--- src/rtl/multi_channel_scoreboard.sv ---
// multi_channel_scoreboard
//   Scoreboard that sits beside the shared linked-list FIFO. It keeps the
//   occupancy of every logical channel, tags the first value pushed after
//   start, and counts down the entries queued ahead of it on its channel.
//   When the tagged entry is popped, it compares data_out against the tag.
//   Protocol violations are flagged separately. prop_signal is the
//   assertion target: it stays high while no data mismatch has been seen.
//
// Optional build macro: SB_DATA_OUT_REG_EN
//   Define it when the FIFO registers data_out. The comparison and the
//   data_out_vld pulse then happen one cycle after the retiring pop, in an
//   extra CHECK state. Without the macro, data_out is compared in the same
//   cycle as the retiring pop.
//
// Ports
//   clk          in   clock, rising edge
//   rst          in   asynchronous active-high reset
//   start        in   arm tracking (honoured only in IDLE)
//   push         in   [NUM_FIFOS] per-channel push strobes
//   pop          in   [NUM_FIFOS] per-channel pop strobes
//   data_in      in   [WIDTH] push data, shared by all channels
//   data_out     in   [WIDTH] FIFO read data
//   data_out_vld out  data_out is being compared this cycle
//   tracking     out  tagged entry is still queued
//   tracked_ch   out  [CH_WIDTH] channel holding the tag
//   done         out  sticky: tagged entry retired
//   proto_err    out  sticky: protocol violation seen
//   prop_signal  out  high while no data mismatch has been detected
module multi_channel_scoreboard #(
   parameter int WIDTH     = 8,
   parameter int DEPTH     = 4,
   parameter int NUM_FIFOS = 2,
   parameter int CNT_WIDTH = $clog2(DEPTH + 1),
   parameter int CH_WIDTH  = (NUM_FIFOS > 1) ? $clog2(NUM_FIFOS) : 1
) (
   input  logic                 clk,
   input  logic                 rst,
   input  logic                 start,
   input  logic [NUM_FIFOS-1:0] push,
   input  logic [NUM_FIFOS-1:0] pop,
   input  logic [WIDTH-1:0]     data_in,
   input  logic [WIDTH-1:0]     data_out,
   output logic                 data_out_vld,
   output logic                 tracking,
   output logic [CH_WIDTH-1:0]  tracked_ch,
   output logic                 done,
   output logic                 proto_err,
   output logic                 prop_signal
);

   localparam logic [CNT_WIDTH-1:0] CntOne  = CNT_WIDTH'(1);
   localparam logic [CNT_WIDTH-1:0] CntFull = CNT_WIDTH'(DEPTH);
   localparam logic [NUM_FIFOS-1:0] VecOne  = NUM_FIFOS'(1);

`ifdef SB_DATA_OUT_REG_EN
   typedef enum logic [2:0] {StIdle, StArmed, StTrack, StCheck, StDone} state_t;
`else
   typedef enum logic [1:0] {StIdle, StArmed, StTrack, StDone} state_t;
`endif

   state_t               state_q;
   logic [CNT_WIDTH-1:0] cnt_q [NUM_FIFOS];
   logic [CNT_WIDTH-1:0] cnt_d [NUM_FIFOS];
   logic [CNT_WIDTH-1:0] ahead_q;
   logic [WIDTH-1:0]     tag_q;
   logic [CH_WIDTH-1:0]  tracked_ch_q;
   logic                 done_q;
   logic                 proto_err_q;
   logic                 mismatch_q;

   logic                 bad_occ;
   logic                 multi_push;
   logic                 multi_pop;
   logic [CH_WIDTH-1:0]  cap_ch;
   logic [CNT_WIDTH-1:0] cap_cnt;
   logic [CNT_WIDTH-1:0] cap_ahead;
   logic                 trk_pop;
   logic                 retire;

   // Occupancy next-state; overflow/underflow leave the count unchanged.
   always_comb begin
      bad_occ = 1'b0;
      for (int i = 0; i < NUM_FIFOS; i++) begin
         cnt_d[i] = cnt_q[i];
         if (push[i] && !pop[i]) begin
            if (cnt_q[i] == CntFull) bad_occ = 1'b1;
            else                     cnt_d[i] = cnt_q[i] + CntOne;
         end else if (pop[i]) begin
            if (cnt_q[i] == '0)      bad_occ = 1'b1;
            else if (!push[i])       cnt_d[i] = cnt_q[i] - CntOne;
         end
      end
   end

   // x & (x-1) is nonzero exactly when more than one bit is set.
   assign multi_push = |(push & (push - VecOne));
   assign multi_pop  = |(pop & (pop - VecOne));

   // Lowest set push bit selects the capture channel.
   always_comb begin
      cap_ch = '0;
      for (int i = NUM_FIFOS - 1; i >= 0; i--) begin
         if (push[i]) cap_ch = CH_WIDTH'(i);
      end
   end

   assign cap_cnt = cnt_q[cap_ch];
   // A same-cycle pop on the capture channel removes one older entry.
   assign cap_ahead = (pop[cap_ch] && cap_cnt != '0) ? cap_cnt - CntOne : cap_cnt;

   assign trk_pop = pop[tracked_ch_q];
   assign retire  = (state_q == StTrack) && trk_pop && (ahead_q == '0);

   always_ff @(posedge clk or posedge rst) begin
      if (rst) begin
         state_q      <= StIdle;
         ahead_q      <= '0;
         tag_q        <= '0;
         tracked_ch_q <= '0;
         done_q       <= 1'b0;
         proto_err_q  <= 1'b0;
         mismatch_q   <= 1'b0;
         for (int i = 0; i < NUM_FIFOS; i++) cnt_q[i] <= '0;
      end else begin
         cnt_q <= cnt_d;
         if (bad_occ || multi_push || multi_pop) proto_err_q <= 1'b1;

         case (state_q)
            StIdle: begin
               if (start) state_q <= StArmed;
            end
            StArmed: begin
               if (|push) begin
                  tag_q        <= data_in;
                  tracked_ch_q <= cap_ch;
                  ahead_q      <= cap_ahead;
                  state_q      <= StTrack;
               end
            end
            StTrack: begin
               if (trk_pop) begin
                  if (ahead_q != '0) begin
                     ahead_q <= ahead_q - CntOne;
                  end else begin
`ifdef SB_DATA_OUT_REG_EN
                     state_q <= StCheck;
`else
                     if (data_out != tag_q) mismatch_q <= 1'b1;
                     done_q  <= 1'b1;
                     state_q <= StDone;
`endif
                  end
               end
            end
`ifdef SB_DATA_OUT_REG_EN
            StCheck: begin
               // Registered FIFO read data for the retired entry arrives now.
               if (data_out != tag_q) mismatch_q <= 1'b1;
               done_q  <= 1'b1;
               state_q <= StDone;
            end
`endif
            default: begin
               // StDone is terminal until reset.
            end
         endcase
      end
   end

`ifdef SB_DATA_OUT_REG_EN
   assign data_out_vld = (state_q == StCheck);
   logic unused_retire;
   assign unused_retire = retire;
`else
   assign data_out_vld = retire;
`endif

   assign tracking    = (state_q == StTrack);
   assign tracked_ch  = tracked_ch_q;
   assign done        = done_q;
   assign proto_err   = proto_err_q;
   assign prop_signal = ~mismatch_q;

endmodule

--- config.mk ---
export PLATFORM = sky130hd
export DESIGN_NAME = multi_channel_scoreboard
export DESIGN_NICKNAME = d
export VERILOG_FILES = /design/src/rtl/multi_channel_scoreboard.sv
export SDC_FILE = /design/constraint.sdc
export NUM_CORES = 1
export LEC_CHECK = 0
export ABC_AREA = 1
export ABC_CLOCK_PERIOD_IN_PS = 1800
export BUFFER_PORTS_ARGS = -buffer_cell sky130_fd_sc_hd__clkbuf_2
export CORE_ASPECT_RATIO = 0.5
export CORE_UTILIZATION = 52
export CTS_CLUSTER_SIZE = 12
export DETAILED_ROUTE_END_ITERATION = 7
export PLACE_DENSITY_LB_ADDON = 0.05
export SETUP_SLACK_MARGIN = 0.4
export SLEW_MARGIN = 30
export SYNTH_ARGS = -nofsm -noshare
export SYNTH_HDL_FRONTEND = slang
export SYNTH_SLANG_ARGS = --single-unit
--- constraint.sdc ---
create_clock -name clk -period 1.8 [get_ports clk]
set_input_delay 0.09 -clock clk [delete_from_list [all_inputs] [get_ports clk]]
set_output_delay 0.09 -clock clk [all_outputs]
set_load 0.01 [all_outputs]
-- Word-level counts from Yosys, hierarchy flattened
Cells that the tools add are included.
- output and inout bits: 6
- flip-flop bits (word level): 23
- input bits: 23
- bitwise logic cells: 5
- multiplexer cells: 37
- equal/unequal tests: 16
- reductions and logical operators: 29
- order comparisons: 3
- $add $sub $neg: 8
- operators by type and width (operator ; number):
    3-bit two-way mux ; 17
    4-bit AND reduction ; 4
    1-bit two-way mux ; 14
    2-bit inequality test (second input constant) ; 7
    3-bit by 1-bit subtractor with 3-bit output (second input constant) ; 4
    3-bit zero test ; 3
    3-bit nonzero test ; 3
    2-bit two-way mux ; 4
    2-bit by 1-bit inequality test with 1-bit output (second input constant) ; 4
    8-bit inequality test ; 1
    3-bit by 1-bit adder with 3-bit output (second input constant) ; 2
    3-bit equality test (second input constant) ; 2
    2-bit case mux with 3 select lines ; 1
    3-bit case mux with 2 select lines ; 1
    2-bit nonzero test ; 3
    2-bit OR reduction ; 3
    1-bit logical AND ; 5
    5-bit AND reduction ; 1
    2-bit bitwise AND ; 2
    1-bit by 2-bit < comparator with 1-bit output (second input constant) ; 2
    2-bit by 1-bit subtractor with 2-bit output (second input constant) ; 2
    3-bit AND reduction ; 1
    2-bit by 1-bit equality test with 1-bit output (second input constant) ; 1
    2-bit equality test (second input constant) ; 1
    7 further kinds ; 10

-- Longest topological paths before layout
- word-level depth: 11
- depth in mapped cells: 13
- depth with buffers taken out: 13

-- Least setup slack after synthesis
OpenSTA, ideal clock, no wires.
- kind: flip-flop to flip-flop
- start: register cnt_q[1] in the netlist's numbering
- end: register ahead_q[1]
- arrival time: 1355 ps
- buffers on the path: 0
- clock period less this slack: 1472 ps
- cell stages (with the launch flop): 12
- required time: 1684 ps
- library setup time: 116 ps
- slack: 328 ps
- cells stage by stage: dfrtp_1 inv_1 o21ai_2 inv_1 ha_1 ha_1 inv_1 nand3_2 nand2_1 nand3_1 nand2_1 nand2_1
- word-level cells in the longest chain between the ends: 8
- ends and longest elaborated chain (item ; line ; source):
    start, declared ; 62 ; logic [CNT_WIDTH-1:0] cnt_q [NUM_FIFOS];
    start signal, assigned ; 125 ; cnt_q <= cnt_d;
    3-bit two-way mux (not written as such) * (3 in a row) ; 107 ; assign cap_cnt = cnt_q[cap_ch];
    parallel branches: the longest is 2 deep, another holds 3-bit by 1-bit subtractor with 3-bit output ; - ;
    3-bit two-way mux * ; 109 ; assign cap_ahead = (pop[cap_ch] && cap_cnt != '0) ? cap_cnt - CntOne : cap_cnt;
    3-bit two-way mux * ; 133 ; if (|push) begin
    3-bit case mux with 2 select lines * ; 128 ; case (state_q)
    end signal, assigned ; 136 ; ahead_q <= cap_ahead;
    end signal, assigned ; 143 ; ahead_q <= ahead_q - CntOne;
    end, declared ; 64 ; logic [CNT_WIDTH-1:0] ahead_q;
Mark *: on every way between the ends. The select of a mux whose other input is x is not followed.
A chain may end at the register's enable or synchronous reset.

-- Final worst setup path
- start: register state_q[0]
- end: register ahead_q[2]
- word-level cells in the longest chain between the ends: 3
- ends and longest elaborated chain (item ; line ; source):
    start, declared ; 61 ; state_t state_q;
    start signal, assigned ; 116 ; state_q <= StIdle;
    start signal, assigned ; 130 ; if (start) state_q <= StArmed;
    start signal, assigned ; 137 ; state_q <= StTrack;
    2-bit equality test / 2-bit by 1-bit equality test with 1-bit output (equally long branches) ; 128 ;
    2-bit by 1-bit inequality test with 1-bit output (no source line), or another cell as far along ; - ;
    4-bit AND reduction (no source line) ; - ;
Several ways; a longest one is shown, not always the timed one.

==> reports/metrics.yaml <==
synthesis:
  syn_area_sq_mm: 0.00153
  ys_warn_count: 0
  ys_seq_area_share_pct: 37.5
  synth_cells: 181
  syn_area_per_cell_sq_um: 8.47
  ys_types: 29
  syn-num-nets: 216
  ys_ff_latch: 23
sta:
  fin_worst_skew_ns: 0.00782
  fin_setup_tns_ns: 0
  rsz0062_at_grt: "true"
  setup_viol: 0
  worstMarginPinSlew_ns: 0.303
  fmax_ghz: 0.674
  slew_violations: 0
  setup_ws_ns: 0.317
  slew_headroom_pct: 79.7
  finalHoldViolations: 0
  min_period_over_period_pct: 82.4
  fin_crit_ns: 1.48
worst_setup_path:
  slowest_stage: "dfrtp_1"
  cpPeakStageDelay_ns: 0.43
  path_cells: "inv_2, buf_4, ha_2, nand4_4, clkinv_1, nor2_1, a21oi_2"
  path_max_fanout: 5
  worstPathArrival_ns: 1.64
  end_kind: "flip-flop"
  critPathTopFamily: "flip-flops"
  crit_type: "reg2reg"
  reg2reg_slack_ns: 0.32
  startpoint_type: "flip-flop"
  crit_required_ns: 1.96
  crit_buf_inv: 3
placed_design:
  place_hpwl_mm: 2.27
  place_ws_ns: 0.220
  gp_congestion: 0.831
  port_buffers: 28
layout:
  multi_input_area_sq_um: 987
  seq_area_sq_um: 577
  finish.utilization_pct: 76.7
  fill_cells: 181
  fin_nets: 268
  area_growth_pct: 35.1
  drive_gt1_share_pct: 42.2
  num_antenna_cells: 0
global_routing:
  grt_pass1_wl_mm: 5.21
  overflow: 0
  grt_usage_pct: 23.0
  grt_pass1_vias: 1166
  grt_max_degree: 24
  antenna_found_initial: 0
floorplanning:
  core-area_sq_mm: 0.00270
  die_w_um: 78.8
  dieArea_sq_mm: 0.00318
  fp.dieH_um: 40.4
  fp-row-count: 13
  ioPinCount: 29
  initial_core_util_pct: 56.8
drt:
  dr.first_iter.drc_count: 66
  wire_per_inst_um: 13.9
  ant_nets: 0
  viasPerCell: 5.01
  wl_mm: 3.73
  drc: 0
  num_vias: 1347
  dr.pass1.iters: 4
clocking:
  clock_latency_ns: 0.27
  cts_tree: "yes"
  cts_made_buffers: 3
  htree_levels: 1
  cts_root_buf: "clkbuf_8"
  cts_sinks: 23
  cts_buffer_depth: 2
  clkTransAtPathRegs_ns: 0.09
hold_path:
  hold_class: "in2reg"
pwr:
  vdd_ir_drop_max_uv: 663
  pwr_density_cell_mw_per_mm2: 851
  p_leak_nw: 1.06
outcome:
  status: "finished, final reports clean"
flow_run:
  drv_cap: 0
per-layer routing:
layer	vias up	wire length [um]	share of wire (%)	GRT usage, %
met4	0	81	2.2	4.09
li1	678	-	-	-
met1	620	1640	44	27.4
met2	37	1840	49	44.3
met3	12	167	4.5	5.91
met5	-	0	0	0
worst paths after layout:
path / from / end / depth (start not counted)
setup / recovery: state_q[0] / ahead_q[2] / 7
hold / removal: data_in[7] / tag_q[7] / 2
setup reg to reg: state_q[0] / ahead_q[2] / 7
hold reg to reg: mismatch_q / mismatch_q / 2
max in group asynchronous: rst / state_q[1] / 4
min in group asynchronous: rst / state_q[0] / 4
flip-flops by register name, indices dropped and copies added, names as in the netlist:
register,cells
ahead_q,3
cnt_q,6
done,1
mismatch_q,1
proto_err,1
state_q,2
tag_q,8
tracked_ch,1
final cells by class:
class	instances	share of cell area [%]
clock inverters	1	0.242
repair buffers	47	14.3
multi-input cells	127	47.6
flip-flops and latches	23	27.8
inverters	31	5.74
clock buffers	3	1.99
well taps	37	2.23
timing repair:
action                                 CTS  global route
setup endpoints to repair               11            15
pin swaps                                7            10
hold buffers                             1             0
gates cloned                             1             0
setup buffers                           15             2
gates resized for setup                 19            16
endpoints found under the hold margin   23             0
metrics by stage:
stage	total power, mW	hold WS [ns]	instance area, sq um	cells
after floorplan	1.08	0.0919	1540	181
after global placement	1.19	0.125	1730	246
after detailed placement	1.23	0.131	1730	246
after CTS	1.74	0.0480	2000	267
after global routing	1.87	0.0532	2070	269
final	1.76	0.0488	2070	269
placed cells by master, fill, tap and decap left out, types with 7 or more instances in the layout:
cell,Yosys,final
nand2_1,32,30
nand3_1,15,12
clkbuf_2,0,27
nand2_2,6,8
inv_2,2,7
inv_1,28,22
xnor2_1,7,7
dfrtp_1,23,22
nor2_1,14,14
buf_4,0,15
cell families after synthesis:
logic type	Yosys count	share of synthesized area [%]
buf+inv	32	8.32
fa+ha+maj	12	10.8
mux	5	4.40
xor+xnor	10	5.71
simple gates	77	24.3
flops	23	37.5
compound gates	22	8.97
power by group:
group          switching, mW  internal (mW)
clock                  0.175          0.155
sequential            0.0556          0.588
combinational          0.409          0.380
total                  0.640           1.12
cell usage after synthesis, drive strengths merged:
master  count  area share [%]
nand2      39              11
inv        30             7.3
dfrtp      23              38
nand3      16             5.5
nor2       15             3.8
a21oi      10             3.8
ha         10             8.2
o21ai       9             3.7
xnor2       7             4.0
mux2        5             4.4
or2         4             1.6
xor2        3             1.7
fa          2             2.6
nand4       2             1.8
o21bai      2            0.98
a221oi      1            0.57
buf         1            0.73
clkinv      1            0.24
nand3b      1            0.49
Note: power is estimated with default switching activity, not from simulation.
